[config.mk]
export PLATFORM = sky130hd
export DESIGN_NAME = mc_control_fsm
export DESIGN_NICKNAME = d
export VERILOG_FILES = /design/src/rtl/mc_control_fsm.sv
export SDC_FILE = /design/constraint.sdc
export NUM_CORES = 1
export LEC_CHECK = 0
export ABC_AREA = 1
export CAP_MARGIN = 30
export CORE_UTILIZATION = 40
export CTS_CLUSTER_SIZE = 12
export DETAILED_ROUTE_END_ITERATION = 12
export GPL_TIMING_DRIVEN = 0
export HOLD_SLACK_MARGIN = 0.12
export PLACE_DENSITY = 0.94
export SLEW_MARGIN = 0
export SYNTH_ARGS = -nofsm -noshare
export SYNTH_HDL_FRONTEND = slang
export SYNTH_SLANG_ARGS = --single-unit
[constraint.sdc]
create_clock -name clk -period 2.9 [get_ports clk]
set_clock_uncertainty 0.15 [all_clocks]
set_input_delay 0.435 -clock clk [delete_from_list [all_inputs] [get_ports clk]]
set_output_delay 0.435 -clock clk [all_outputs]
set_load 0.005 [all_outputs]
[src/rtl/mc_control_fsm.sv]
// mc_control_fsm: multi-cycle MIPS main controller (Moore FSM).
// Sequences the shared ALU, memory port and register file by decoding the
// IR opcode/funct into per-cycle mux selects and write enables.
// Optional feature: define LOGIC_IMM_EN to add ANDI/ORI support (LOGIEX
// state, zero-extended immediate). Without it ANDI/ORI execute as NOPs and
// imm_zext is constant 0.
module mc_control_fsm (
  input  logic       clk,
  input  logic       rst,
  input  logic [5:0] opcode,
  input  logic [5:0] funct,
  input  logic       zero,
  output logic       pc_we,
  output logic       ir_we,
  output logic       mem_we,
  output logic       reg_we,
  output logic       iord,
  output logic       mem_to_reg,
  output logic       reg_dst,
  output logic       alu_src_a,
  output logic [1:0] alu_src_b,
  output logic       imm_zext,
  output logic [1:0] pc_src,
  output logic [2:0] alu_ctrl,
  output logic [3:0] state
);

  // State encodings (visible on the state port).
  localparam logic [3:0] S_FETCH   = 4'd0;
  localparam logic [3:0] S_DECODE  = 4'd1;
  localparam logic [3:0] S_MEMADR  = 4'd2;
  localparam logic [3:0] S_MEMRD   = 4'd3;
  localparam logic [3:0] S_MEMWB   = 4'd4;
  localparam logic [3:0] S_MEMWR   = 4'd5;
  localparam logic [3:0] S_RTYPEEX = 4'd6;
  localparam logic [3:0] S_RTYPEWB = 4'd7;
  localparam logic [3:0] S_BEQEX   = 4'd8;
  localparam logic [3:0] S_ADDIEX  = 4'd9;
  localparam logic [3:0] S_ADDIWB  = 4'd10;
  localparam logic [3:0] S_JEX     = 4'd11;
`ifdef LOGIC_IMM_EN
  localparam logic [3:0] S_LOGIEX  = 4'd12;
`endif

  // Opcodes.
  localparam logic [5:0] OP_RTYPE = 6'b000000;
  localparam logic [5:0] OP_LW    = 6'b100011;
  localparam logic [5:0] OP_SW    = 6'b101011;
  localparam logic [5:0] OP_BEQ   = 6'b000100;
  localparam logic [5:0] OP_ADDI  = 6'b001000;
  localparam logic [5:0] OP_J     = 6'b000010;
`ifdef LOGIC_IMM_EN
  localparam logic [5:0] OP_ANDI  = 6'b001100;
  localparam logic [5:0] OP_ORI   = 6'b001101;
`endif

  // ALU operations.
  localparam logic [2:0] ALU_ADD = 3'b010;
  localparam logic [2:0] ALU_SUB = 3'b110;
  localparam logic [2:0] ALU_AND = 3'b000;
  localparam logic [2:0] ALU_OR  = 3'b001;
  localparam logic [2:0] ALU_SLT = 3'b111;

  logic [3:0] state_q;
  logic [3:0] state_d;
  logic [2:0] funct_alu;

  // R-type funct to ALU operation; unknown functs fall back to add.
  always_comb begin
    case (funct)
      6'b100000: funct_alu = ALU_ADD;
      6'b100010: funct_alu = ALU_SUB;
      6'b100100: funct_alu = ALU_AND;
      6'b100101: funct_alu = ALU_OR;
      6'b101010: funct_alu = ALU_SLT;
      default:   funct_alu = ALU_ADD;
    endcase
  end

  // State register with synchronous reset to FETCH.
  always_ff @(posedge clk) begin
    if (rst) begin
      state_q <= S_FETCH;
    end else begin
      state_q <= state_d;
    end
  end

  // Next-state logic; unused encodings fall back to FETCH.
  always_comb begin
    state_d = S_FETCH;
    case (state_q)
      S_FETCH:  state_d = S_DECODE;
      S_DECODE: begin
        case (opcode)
          OP_LW, OP_SW: state_d = S_MEMADR;
          OP_RTYPE:     state_d = S_RTYPEEX;
          OP_BEQ:       state_d = S_BEQEX;
          OP_ADDI:      state_d = S_ADDIEX;
          OP_J:         state_d = S_JEX;
`ifdef LOGIC_IMM_EN
          OP_ANDI, OP_ORI: state_d = S_LOGIEX;
`endif
          default:      state_d = S_FETCH;
        endcase
      end
      S_MEMADR:  state_d = (opcode == OP_LW) ? S_MEMRD : S_MEMWR;
      S_MEMRD:   state_d = S_MEMWB;
      S_MEMWB:   state_d = S_FETCH;
      S_MEMWR:   state_d = S_FETCH;
      S_RTYPEEX: state_d = S_RTYPEWB;
      S_RTYPEWB: state_d = S_FETCH;
      S_BEQEX:   state_d = S_FETCH;
      S_ADDIEX:  state_d = S_ADDIWB;
      S_ADDIWB:  state_d = S_FETCH;
      S_JEX:     state_d = S_FETCH;
`ifdef LOGIC_IMM_EN
      S_LOGIEX:  state_d = S_ADDIWB;
`endif
      default:   state_d = S_FETCH;
    endcase
  end

  // Moore output decode; everything is forced to 0 while rst is high.
  always_comb begin
    logic pc_write;
    logic branch;
    pc_write   = 1'b0;
    branch     = 1'b0;
    ir_we      = 1'b0;
    mem_we     = 1'b0;
    reg_we     = 1'b0;
    iord       = 1'b0;
    mem_to_reg = 1'b0;
    reg_dst    = 1'b0;
    alu_src_a  = 1'b0;
    alu_src_b  = 2'b00;
    imm_zext   = 1'b0;
    pc_src     = 2'b00;
    alu_ctrl   = 3'b000;
    case (state_q)
      S_FETCH: begin
        ir_we     = 1'b1;
        alu_src_b = 2'b01;
        alu_ctrl  = ALU_ADD;
        pc_write  = 1'b1;
      end
      S_DECODE: begin
        alu_src_b = 2'b11;
        alu_ctrl  = ALU_ADD;
      end
      S_MEMADR: begin
        alu_src_a = 1'b1;
        alu_src_b = 2'b10;
        alu_ctrl  = ALU_ADD;
      end
      S_MEMRD: iord = 1'b1;
      S_MEMWB: begin
        reg_we     = 1'b1;
        mem_to_reg = 1'b1;
      end
      S_MEMWR: begin
        iord   = 1'b1;
        mem_we = 1'b1;
      end
      S_RTYPEEX: begin
        alu_src_a = 1'b1;
        alu_ctrl  = funct_alu;
      end
      S_RTYPEWB: begin
        reg_we  = 1'b1;
        reg_dst = 1'b1;
      end
      S_BEQEX: begin
        alu_src_a = 1'b1;
        alu_ctrl  = ALU_SUB;
        pc_src    = 2'b01;
        branch    = 1'b1;
      end
      S_ADDIEX: begin
        alu_src_a = 1'b1;
        alu_src_b = 2'b10;
        alu_ctrl  = ALU_ADD;
      end
      S_ADDIWB: reg_we = 1'b1;
      S_JEX: begin
        pc_src   = 2'b10;
        pc_write = 1'b1;
      end
`ifdef LOGIC_IMM_EN
      S_LOGIEX: begin
        alu_src_a = 1'b1;
        alu_src_b = 2'b10;
        imm_zext  = 1'b1;
        alu_ctrl  = (opcode == OP_ORI) ? ALU_OR : ALU_AND;
      end
`endif
      default: ;
    endcase

    pc_we = pc_write | (branch & zero);
    state = state_q;

    if (rst) begin
      pc_we      = 1'b0;
      ir_we      = 1'b0;
      mem_we     = 1'b0;
      reg_we     = 1'b0;
      iord       = 1'b0;
      mem_to_reg = 1'b0;
      reg_dst    = 1'b0;
      alu_src_a  = 1'b0;
      alu_src_b  = 2'b00;
      imm_zext   = 1'b0;
      pc_src     = 2'b00;
      alu_ctrl   = 3'b000;
      state      = S_FETCH;
    end
  end

endmodule

## After elaboration in Yosys (flattened, before gate mapping)

Cells that the tools add are included.
W data, S select, Z words.

| word-level totals | value |
|---|---|
| output and inout port bits | 20 |
| register bits after elaboration | 4 |
| logic and storage cells | 60 |
| memory bits (writable) | 0 |
| ROM bits | 0 |
| memories | 0 |
| bits in latches | 0 |
| input port bits | 15 |

| cells by class | value |
|---|---|
| magnitude comparators | 0 |
| divide/modulo/power cells | 0 |
| bitwise gates (word level) | 2 |
| reductions and logical operators | 9 |
| eq/ne operators | 20 |
| multiply operators | 0 |
| muxes and demuxes | 28 |
| add/subtract/negate cells | 0 |
| shifts and indexed selects | 0 |

Operator list:

| kind | number |
|---|---|
| $eq A6 B6 Y1 const B | 6 |
| $pmux W4 S6 | 1 |
| $pmux W4 S5 | 1 |
| $mux W1 | 17 |
| $eq A4 B3 Y1 const B | 4 |
| $eq A4 B4 Y1 const B | 4 |
| $pmux W3 S4 | 1 |
| $pmux W3 S3 | 1 |
| $eq A4 B2 Y1 const B | 2 |
| $reduce_or A2 Y1 | 4 |
| $reduce_or A4 Y1 | 2 |
| $eq A6 B2 Y1 const B | 1 |
| $eq A6 B3 Y1 const B | 1 |
| $eq A6 B4 Y1 const B | 1 |
| $logic_not A6 Y1 | 1 |
| $mux W3 | 2 |
| $pmux W2 S3 | 1 |
| $eq A4 B1 Y1 const B | 1 |
| $logic_not A4 Y1 | 1 |
| $mux W2 | 2 |
| $mux W4 | 1 |
| $pmux W2 S2 | 1 |
| $reduce_or A3 Y1 | 1 |
| $and A1 B1 Y1 | 1 |
| $or A1 B1 Y1 | 1 |

## Depth between registers and ports, before layout

| depth | value |
|---|---|
| depth in word-level cells | 5 |
| mapped depth | 9 |
| gate-level depth less buffers | 8 |

## Least setup slack after synthesis

No wires, ideal clock.

| path | value |
|---|---|
| kind | input -> output |
| start | in rst |
| end | out reg_we |
| setup slack | 1.198 ns |
| arrival time | 1.117 ns |
| required time | 2.315 ns |
| buffers on the path | 1 |
| stages | 6 |
| cells stage by stage | buf_2 > inv_1 > nand3_1 > nor2_1 > nor2_1 > o31ai_1 |

| between the ends | value |
|---|---|
| cells in the longest elaborated chain, start to end | 1 |

RTL lines:

| what | line | text |
|---|---|---|
| start: declaration | 9 | `input logic rst,` |
| $mux W1 | 204 | `if (rst) begin` |
| end: declaration | 16 | `output logic reg_we,` |

No other way between the ends.

## Final worst setup path

| path | value |
|---|---|
| start | in funct[5] |
| end | out alu_ctrl[0] |

| between the ends | value |
|---|---|
| cells in the longest elaborated chain, start to end | 4 |
| elaborated cells between the ends (all ways) | 7 |
| those cells by class | eq/ne (4); mux (3) |

RTL lines:

| what | line | text |
|---|---|---|
| start: declaration | 11 | `input logic [5:0] funct,` |
| $eq A6 B6 Y1 | 70 | `case (funct)` |
| $pmux W3 S4 * | 70 |  |
| $pmux W3 S3 * | 141 | `case (state_q)` |
| $mux W3 * | 204 |  |
| end: declaration | 24 | `output logic [2:0] alu_ctrl,` |

Mark *: on every way between the ends. The rest lies on a longest branch, timed or not.

==> qor.yml <==
die:
  io_pins: 35
  coreArea_um2: 1350
  die_y_um: 40.79
  die_w_um: 40.79
  initial_core_util_pct: 44.58
  rows: 13
  die_area_um2: 1664
placement:
  dp_hpwl_mm: 1.414
  placed_cell_area_um2: 940.9
  gp_congestion: 0.8208
  port_buffers: 32
routing:
  drtIter0Drc: 22
  num_vias: 828
  drcViolationCount: 0
  vias_per_cell: 4.814
  ant_nets: 0
  wire_per_inst_um: 9.727
  first_pass_iters: 4
  routed_wl_mm: 1.673
power:
  peakVddDrop_mv: 0.2287
  p_comb_share_pct: 38.3
  p_sw_share_pct: 30.21
  power_density_nw_per_um2: 214.4
  power_switching_uw: 62.39
  p_seq_share_pct: 29.2
  clockPowerShare_pct: 32.5
  intPower_uw: 144.1
  p_leak_uw: 0.0004606
cells_and_area:
  design_area_um2: 963.4
  syn2layout_area_growth_pct: 60.08
  nets: 174
  largest_register: "state_q"
  drive_gt1_share_pct: 10.19
  reg.largest.list: "state_q (4)"
  n_antenna_cell: 0
  largest_reg_flops: 4
worst_hold_path:
  hp-class: "in -> reg"
  hold-path-endpoint: "state_q[0]"
  hold_path_depth: 2
  hold_path_startpoint: "rst"
clocking:
  numCtsBuffers: 3
  post-cts-setup-buffers: 0
  clk_path_buf_depth: 2
  path_clk_slew_ps: 40
  cts-root-buf: "clkbuf_4"
  clock-sinks: 4
  ctsHoldBuffers: 0
  ctsResizeCount: 0
  cts_tree: "done"
  clk-insertion-delay-late_ps: 230
  cts.htree.levels: 1
sta:
  rsz0062_at_grt: "no"
  post-route-period-util_pct: 88.21
  finalSetupTns_ps: 0
  finalSetupViolCount: 0
  fmax_ghz: 0.3909
  report.final.slew_viol_count: 0
  hold_viol: 0
  period_minus_slack_ps: 2558
logic_synthesis:
  synth_most_common_cell: "nor2_1"
  synth.avg_cell_area_um2: 4.933
  yosys.area.top_type: "nor2_1"
  synth_warnings: 0
  synthTopCellsByArea: "nor2_1 21%, nand2_1 17%, dfxtp_1 13%"
  syn_nets: 137
  synthDistinctLibCells: 21
  syn_area_um2: 601.8
  ys.flop_type: "dfxtp_1"
  ys_async_sr_fraction_pct: 0
  synth_edf_count: 0
  synth_top_area_share_pct: 20.58
  syn_inst: 122
  synth.top_cells.by_count: "33 x nor2_1, 27 x nand2_1, 19 x inv_1"
  ys_seq_elements: 4
  seq_area_frac_synth_pct: 13.31
setup_path:
  r2r_end: "state_q[1]"
  crit_family: "buffers and inverters"
  r2r_start: "state_q[0]"
  start_kind: "input port"
  crit_slowest_cell: "clkdlybuf4s50_1"
  worst_setup_path_end_kind: "output port"
  worst_r2r_path_depth: 7
  required_ps: 2320
  arrival_ps: 1970
  r2r_slack_ps: 1550
  path_cells: "clkdlybuf4s50_1 > inv_1 > nor2_1 > nand4_1 > nand2_1 > nand2_1 > nor2_1 > clkdlybuf4s50_1"
  cpPeakStageDelay_ps: 510
  cp_max_fo: 4
  path_class: "in -> out"
  cp_num_buf_inv: 3
global_route:
  grtUsageTotal_pct: 22.51
  antenna_found_initial: 0
  grt_pass1_vias: 660
  grt_overflow: 0
  grt_first_pass_wirelength_mm: 2.622
  grt_max_degree: 11
status:
  status: "finished clean"
flow_run:
  cap_viol_max_count: 0
## worst max path at each step
stage,endpoint,startpoint,slack (ps),depth (start not counted)
6_report,alu_ctrl[0],funct[5],340,8
5_1_grt,alu_ctrl[0],funct[5],160,8
4_1_cts,alu_ctrl[0],funct[5],330,8
3_5_place_dp,alu_ctrl[0],funct[5],330,8
3_3_place_gp,alu_ctrl[0],funct[5],390,8
2_1_floorplan,reg_we,rst,1200,6
## power by group through the flow
stage	logic, µW	clock network, µW	registers, µW
after floorplan	38.0	0	60.6
after global placement	76.2	0	61.0
after detailed placement	78.6	0	61.1
after CTS	78.9	68.9	60.3
after global routing	88.0	74.7	60.6
final	79.0	67.1	60.4
## layer usage
layer  wire length [µm]  track usage [%]  up-vias
met2                849            42.97       30
met4                  0                0        0
met1                744            27.51      352
met5                  0                0        -
met3                 79            3.261        0
li1                   -                -      446
## layout make-up
type / count / area, µm²
inverters: 21 / 78.83
fillers: 122 / 386.6
well taps: 15 / 18.77
plain buffers: 4 / 27.53
clock buffers: 3 / 22.52
multi-input cells: 93 / 415.4
repair buffers: 32 / 320.3
flip-flops and latches: 4 / 80.08
## through the flow
stage	setup WS [ps]	util [%]	cells	hold WS [ps]	power, µW
after floorplan	1198	-	122	495.8	98.59
after global placement	387.1	69.69	169	562.0	137.2
after detailed placement	331.9	69.69	169	564.5	139.7
after CTS	333.8	71.36	172	325.6	208.0
after global routing	162.3	71.36	172	336.2	223.3
final	341.8	71.36	172	323.6	206.5
## logic make-up after synthesis
| kind of cell | count (synthesis) | synth area share, % |
|---|---|---|
| buf+inv | 25 | 17.67 |
| other cells | 1 | 0.6231 |
| flops | 4 | 13.31 |
| compound gates | 8 | 7.484 |
| simple gates | 84 | 60.91 |
## cells in the final DEF (no fill, tap or decap), types with 2 or more instances in the layout
cell type and count:
nor2_2 5, o21ai_0 2, nand2_2 2, inv_2 2
clkbuf_4 3, dfxtp_1 4, nand4_1 4, inv_1 19
nor2_1 33, nand3_1 10, a31oi_1 2, nand2_1 27
a21oi_1 3, clkdlybuf4s50_1 32
No activity file was read; power rests on OpenSTA's default activity.
